**src/rtl/mmio_test_dev.sv**
```systemverilog
// Memory-mapped test responder: sticky pass/fail result, console byte FIFO,
// status readback and a free-running cycle counter that stops at completion.
module mmio_test_dev #(
  parameter logic [31:0] BASE       = 32'h0000_1000,
  parameter int unsigned FIFO_DEPTH = 8
) (
  input  logic        clk,
  input  logic        rst,
  input  logic [31:0] addr,
  input  logic [31:0] wdata,
  input  logic        wr,
  output logic        hit,
  output logic [31:0] rdata,
  output logic        char_valid,
  output logic [7:0]  char_data,
  input  logic        char_ready,
  output logic        done,
  output logic        pass,
  output logic [30:0] fail_code
);

  localparam int unsigned PTR_W = $clog2(FIFO_DEPTH);
  localparam int unsigned CNT_W = PTR_W + 1;

  localparam logic [1:0] OFF_TOHOST  = 2'd0;
  localparam logic [1:0] OFF_CONSOLE = 2'd1;
  localparam logic [1:0] OFF_STATUS  = 2'd2;
  localparam logic [1:0] OFF_CYCLE   = 2'd3;

  logic [PTR_W-1:0] r_wr_ptr;
  logic [PTR_W-1:0] r_rd_ptr;
  logic [CNT_W-1:0] r_count;
  logic [7:0]       r_mem [FIFO_DEPTH];
  logic             r_overflow;
  logic [31:0]      r_cycle;
  logic             r_done;
  logic             r_pass;
  logic [30:0]      r_fail_code;
  logic [31:0]      r_rdata;

  logic [1:0]  w_offset;
  logic        w_wr;
  logic        w_result_wr;
  logic        w_push_req;
  logic        w_full;
  logic        w_pop;
  logic        w_push;
  logic        w_drop;
  logic [31:0] w_status;
  logic [31:0] w_rdata_next;
  logic        w_unused_addr;

  assign w_offset      = addr[3:2];
  assign hit           = (addr[31:4] == BASE[31:4]);
  assign w_unused_addr = &{1'b0, addr[1:0]};

  assign w_wr        = hit && wr;
  assign w_result_wr = w_wr && (w_offset == OFF_TOHOST) && !r_done && (wdata != 32'd0);
  assign w_push_req  = w_wr && (w_offset == OFF_CONSOLE);
  assign w_full      = (r_count == CNT_W'(FIFO_DEPTH));
  assign w_pop       = (r_count != '0) && char_ready;
  // A pop in the same cycle frees the slot, so a push into a full FIFO still lands.
  assign w_push      = w_push_req && (!w_full || w_pop);
  assign w_drop      = w_push_req && w_full && !w_pop;

  assign w_status = {22'b0, r_overflow, 7'(r_count), r_pass, r_done};

  always_comb begin
    w_rdata_next = 32'd0;
    if (hit) begin
      case (w_offset)
        OFF_STATUS: w_rdata_next = w_status;
        OFF_CYCLE:  w_rdata_next = r_cycle;
        default:    w_rdata_next = 32'd0;
      endcase
    end
  end

  // FIFO pointers, occupancy and sticky overflow
  always_ff @(posedge clk or posedge rst) begin
    if (rst) begin
      r_wr_ptr   <= '0;
      r_rd_ptr   <= '0;
      r_count    <= '0;
      r_overflow <= 1'b0;
    end else begin
      if (w_push) r_wr_ptr <= r_wr_ptr + PTR_W'(1);
      if (w_pop)  r_rd_ptr <= r_rd_ptr + PTR_W'(1);
      if (w_push && !w_pop)      r_count <= r_count + CNT_W'(1);
      else if (w_pop && !w_push) r_count <= r_count - CNT_W'(1);
      if (w_drop) r_overflow <= 1'b1;
    end
  end

  always_ff @(posedge clk) begin
    if (w_push) r_mem[r_wr_ptr] <= wdata[7:0];
  end

  // Sticky test result, cycle counter and registered read data
  always_ff @(posedge clk or posedge rst) begin
    if (rst) begin
      r_done      <= 1'b0;
      r_pass      <= 1'b0;
      r_fail_code <= '0;
      r_cycle     <= 32'd0;
      r_rdata     <= 32'd0;
    end else begin
      if (w_result_wr) begin
        r_done      <= 1'b1;
        r_pass      <= (wdata == 32'd1);
        r_fail_code <= (wdata == 32'd1) ? 31'd0 : wdata[31:1];
      end
      if (!r_done) r_cycle <= r_cycle + 32'd1;
      r_rdata <= w_rdata_next;
    end
  end

  assign char_valid = (r_count != '0);
  assign char_data  = char_valid ? r_mem[r_rd_ptr] : 8'h00;
  assign done       = r_done;
  assign pass       = r_pass;
  assign fail_code  = r_fail_code;
  assign rdata      = r_rdata;

endmodule

```
**config.mk**
```make
export PLATFORM = sky130hd
export DESIGN_NAME = mmio_test_dev
export DESIGN_NICKNAME = d
export VERILOG_FILES = /design/src/rtl/mmio_test_dev.sv
export SDC_FILE = /design/constraint.sdc
export NUM_CORES = 1
export LEC_CHECK = 0
export CAP_MARGIN = 20
export CORE_MARGIN = 3
export CORE_UTILIZATION = 56
export DETAILED_ROUTE_END_ITERATION = 8
export GPL_ROUTABILITY_DRIVEN = 0
export PLACE_DENSITY = 0.87
export SYNTH_ARGS = -nofsm -noshare
export SYNTH_HDL_FRONTEND = slang
export SYNTH_SLANG_ARGS = --single-unit
```
**constraint.sdc**
```tcl
create_clock -name clk -period 7 [get_ports clk]
set_input_delay 1.05 -clock clk [delete_from_list [all_inputs] [get_ports clk]]
set_output_delay 1.05 -clock clk [all_outputs]
set_load 0.1 [all_outputs]
```
Word-level counts from Yosys, hierarchy flattened
Memories as Yosys holds them, arrays and structs flattened.
Index checks and enable logic that the tools add are counted.
{ "totals": {"ff_bits": 108, "mem_bits_rw": 64, "in_bits": 68, "output_inout_bits": 75, "wordCells": 49, "n_memories": 1} }
{ "memory_table": {"columns": ["memory", "words", "word_bits", "read_ports", "rd_clocked_by_memory_dff", "write_ports", "line", "rtl"], "rows": [
  ["r_mem", 8, 8, 1, 0, 1, "33", "logic [7:0] r_mem [FIFO_DEPTH];"]
]} }
{ "op_classes": {"add_sub_neg": 5, "n_eq_ne": 6, "mux": 8, "n_reduce_logical": 20} }
{ "ops": {"columns": ["cell", "count"], "rows": [
  ["$pmux W32 S2", 1],
  ["$add A32 B1 Y32 const B", 1],
  ["$eq A32 B1 Y1 const B", 1],
  ["$mux W32", 1],
  ["$reduce_bool A32 Y1", 1],
  ["$mux W31", 1],
  ["$eq A28 B9 Y1 const B", 1],
  ["$logic_and A1 B1 Y1", 11],
  ["$mux W4", 2],
  ["$mux W8", 1],
  ["$add A3 B1 Y3 const B", 2],
  ["$add A4 B1 Y4 const B", 1],
  ["$eq A2 B2 Y1 const B", 2],
  ["$eq A4 B4 Y1 const B", 1],
  ["$logic_not A1 Y1", 4],
  ["$reduce_bool A4 Y1", 1],
  ["$sub A4 B1 Y4 const B", 1],
  ["$eq A2 B1 Y1 const B", 1],
  ["$logic_not A2 Y1", 1],
  ["$mux W1", 2],
  ["$reduce_bool A2 Y1", 1],
  ["$logic_or A1 B1 Y1", 1]
]} }

Logic depth before layout (Yosys ltp)
{ "depth": {"ltp_word": 8, "depth_mapped": 11, "mapped_depth_nobuf": 11} }

Worst setup path before layout
No wires, ideal clock.
{ "synth_timing": {"kind": "register to output", "startpoint": "register r_rd_ptr[1]", "endpoint": "output char_data[6]", "t_arrival_ns": 2.528, "required_time_ns": 5.950, "path_slack_ns": 3.422, "stages_incl_launch_ff": 6, "n_path_buf": 2, "path_cell_list": "dfrtp_1 -> buf_1 -> clkbuf_1 -> mux4_2 -> mux2i_1 -> nor2_1"} }
{ "synth_via": {"elab_chain_len": 2} }
{ "synth_lines": {"columns": ["item", "line", "rtl"], "rows": [
  ["start, declared", "31", "logic [PTR_W-1:0] r_rd_ptr;"],
  ["start signal, assigned", "88", "if (w_pop) r_rd_ptr <= r_rd_ptr + PTR_W'(1);"],
  ["$mem_v2 Z8 W8", null, null],
  ["$mux W8", "119", "assign char_data = char_valid ? r_mem[r_rd_ptr] : 8'h00;"],
  ["end, declared", "15", "output logic [7:0] char_data,"]
]} }
Every way passes these cells.

Worst setup path in the final report
{ "layout_timing": {"startpoint": "input addr[13]", "endpoint": "output hit"} }
{ "layout_via": {"elab_chain_len": 1} }
{ "layout_lines": {"columns": ["item", "line", "rtl"], "rows": [
  ["start, declared", "9", "input logic [31:0] addr,"],
  ["$eq A28 B9 Y1", "54", "assign hit = (addr[31:4] == BASE[31:4]);"],
  ["end, declared", "12", "output logic hit,"]
]} }
Every way passes these cells.

==> summary.txt <==
Run status
  – Outcome: finished, final reports clean

Clock network
  – Clock Path Buffers: 2
  – Root Driver: clkbuf_16
  – Post-CTS sizing: 0
  – Post-CTS setup buffers: 0
  – CTS Buf Count: 17
  – Clk Latency, worst-skew pair: 0.42 ns
  – CTS tree: yes
  – H-tree levels: 4
  – Clk pin slew, worst setup/hold paths: 0.06 ns
  – Hold_buf cts: 0
  – Clock sink count: 172

Finish
  – Post-layout util: 0.750
  – Area Overhead vs Synth: 28.4%
  – Share of cells above drive strength 1: 0.118
  – Final cell count without fillers: 881
  – Antenna diode count: 0
  – Filler instances: 802
  – Final #Nets: 771

Setup path
  – Worst reg2reg path depth: 11
  – Crit path kind: in -> out
  – CP Max Fanout: 5
  – Worst setup SP type: input port
  – Worst Path Required: 5.95 ns
  – WP data arrival: 3.71 ns
  – CP Capture Type: output port

Route
  – Final WL: 18.4 mm
  – Detailed-router iteration count before antenna repair: 5
  – 1st-iter DRT viols: 508
  – DR vias: 5304
  – DR WL/cell: 20.9 um
  – DRC viols: 0
  – Top Metal Used: met4
  – Met1 wire length: 7.27 mm
  – DRT antenna net count: 0
  – Vias per cell: 6.02
  – WL met2: 9.48 mm
  – DR WL met3: 1.31 mm

Synthesis
  – Asr flop ratio synth: 0.628
  – Syn nets: 637
  – Synthesis-stage register bit count: 172
  – Post-synthesis adder-cell area fraction: 0.0126
  – Synth Area in Compound Gates: 0.0677
  – Most common library cells after synthesis: 108 x dfrtp_1, 64 x edfxtp_1, 48 x nand4_1
  – Post-synthesis simple-gate area fraction: 0.148
  – Top cell type's share of synthesized area: 0.358
  – Post-synth EDFFs: 64
  – Ys Warns: 0
  – Most common cell in the netlist: dfrtp_1
  – Synth Flop Type: dfrtp_1
  – Seq/Total Area, Yosys: 0.612
  – Largest area contributor in the netlist: dfrtp_1
  – Proportion of synthesized area in mux cells: 0.0748
  – Syn avg cell area: 13.4 um^2
  – Largest family of logic cells by synthesized area: simple AND/OR/NAND/NOR gates
  – Largest cells by area after synthesis: dfrtp_1 36%, edfxtp_1 25%, mux4_2 4.8%
  – Synth Cell Area: 7560 um^2
  – Syn Inst Count: 562
  – Netlist cell types: 51
  – Xor and xnor area share after synthesis: 0.0440

Timing
  – Setup TNS: 0 ns
  – Relative slew slack: 0.304
  – Max-slew violation count: 0
  – Minimum clock period: 4.76 ns
  – Unrepaired setup endpoints after global routing: false
  – Hold Fails Final Rpt: 0
  – Period utilisation layout: 0.680
  – Final setup fails: 0
  – Fmax: 0.210 GHz
  – Slew @ Worst Pin: 1.04 ns
  – WHS: 0.480 ns
  – Clock Skews: 0.0145 ns

Die
  – Die ar.: 14900 um^2
  – Die height: 122 um
  – I/O pins: 143
  – Chip width: 122 um
  – Initial Util: 0.585
  – Rows: 41
  – Core area: 12900 um^2

GRT
  – Largest net degree at the start of global routing: 78
  – GRT Overall Usage: 0.259
  – Global-route wire length before repair: 29.6 mm
  – Initial antenna violation count: 0
  – GR Overflow Total: 0
  – Vias in the first global route: 5624

Flow run
  – Max-Cap Viols: 0

Power
  – Int Power: 1.65 mW
  – Clock power frac: 0.466
  – Worst IR drop on VDD: 0.000145 V
  – Pwr per Cell Area: 217 nW/um^2
  – Leak pwr: 3.90 nW
  – Logic pwr share: 0.037
  – Sw frac: 0.213
  – P_sw: 0.448 mW
  – Seq pwr share: 0.497

Placement
  – DP HPWL: 11.9 mm
  – Placed insts: 847
  – Buffers on Ports: 140

Min path
  – Worst hold stages: 1
  – Worst Hold Class: reg -> reg
[worst max-delay path: stages]
cell and delay, ns:
clkdlybuf4s50_1 0.39, nor4b_1 0.42, and4_1 0.40, and2_1 0.26
clkdlybuf4s50_1 1.18
[power by group through the flow]
stage | Sequential [mW] | Clock (mW) | Combinational, mW
final | 1.05 | 0.979 | 0.0770
after global routing | 1.04 | 1.02 | 0.0837
after CTS | 1.05 | 0.979 | 0.0777
after detailed placement | 1.07 | 0 | 0.0769
after global placement | 1.07 | 0 | 0.0741
after floorplan | 1.07 | 0 | 0.0225
[layer usage]
layer / vias to the layer above / global-route usage
met2: 228 / 0.440
met5: - / 0
met4: 0 / 0.0840
met1: 2706 / 0.324
met3: 32 / 0.0724
li1: 2338 / -
[sequential cells by signal (all words and copies together) (netlist names)]
register	count
r_overflow	1
pass	1
r_rd_ptr	3
r_cycle	32
r_wr_ptr	3
r_mem	64
fail_code	31
r_count	4
done	1
rdata	32
[final timing paths]
kind	start	slack, ns	endpoint
setup / recovery	addr[13]	2.24	hit
setup reg to reg	r_count[0]	3.79	r_count[3]
hold reg to reg	r_cycle[23]	0.48	r_cycle[23]
max in group asynchronous	rst	4.72	done
hold / removal	r_cycle[23]	0.48	r_cycle[23]
min in group asynchronous	rst	0.98	fail_code[24]
[per-stage QoR]
stage	setup WS (ns)	instance area [um^2]	power [mW]
2_1_floorplan	3.10	7560	1.09
3_3_place_gp	2.24	9050	1.14
3_5_place_dp	2.24	9050	1.14
4_1_cts	2.21	9670	2.10
5_1_grt	2.17	9700	2.15
6_report	2.24	9700	2.10
[cell usage in the layout (no fill, tap or decap), types with 5 or more instances in the layout]
master / Yosys / layout
clkdlybuf4s50_1: 0 / 140
dfrtp_1: 108 / 108
edfxtp_1: 64 / 64
nand4_1: 48 / 48
inv_1: 40 / 39
xnor2_1: 34 / 34
o21ai_0: 32 / 32
and2_1: 26 / 26
nor2_1: 24 / 24
o211ai_1: 20 / 20
clkbuf_16: 0 / 17
mux4_2: 16 / 16
mux2i_1: 16 / 16
o211ai_2: 11 / 11
nand2_1: 10 / 10
nor4_1: 10 / 10
nand3_1: 9 / 9
and3_1: 6 / 6
and4_1: 6 / 6
ha_1: 6 / 6
nor3_1: 5 / 5
inv_6: 0 / 5
[kinds of logic (layout without fill, tap and decap cells)]
group | after synthesis | after routing
compound gates | 70 | 70
xor+xnor | 38 | 38
fa+ha+maj | 7 | 7
buf+inv | 72 | 219
flops | 172 | 172
mux | 36 | 36
simple gates | 167 | 167
[area by class of cell]
type                       instances  area (um^2)  area share
multi-input combinational        318         2630       0.271
clock buffer                      18          429      0.0442
clock inverter                    14          183      0.0188
timing repair buffer             146         1470       0.151
sequential                       172         4620       0.477
inverter                          41          156      0.0161
tap                              172          215      0.0222
Power figures use the tool's default switching activity.
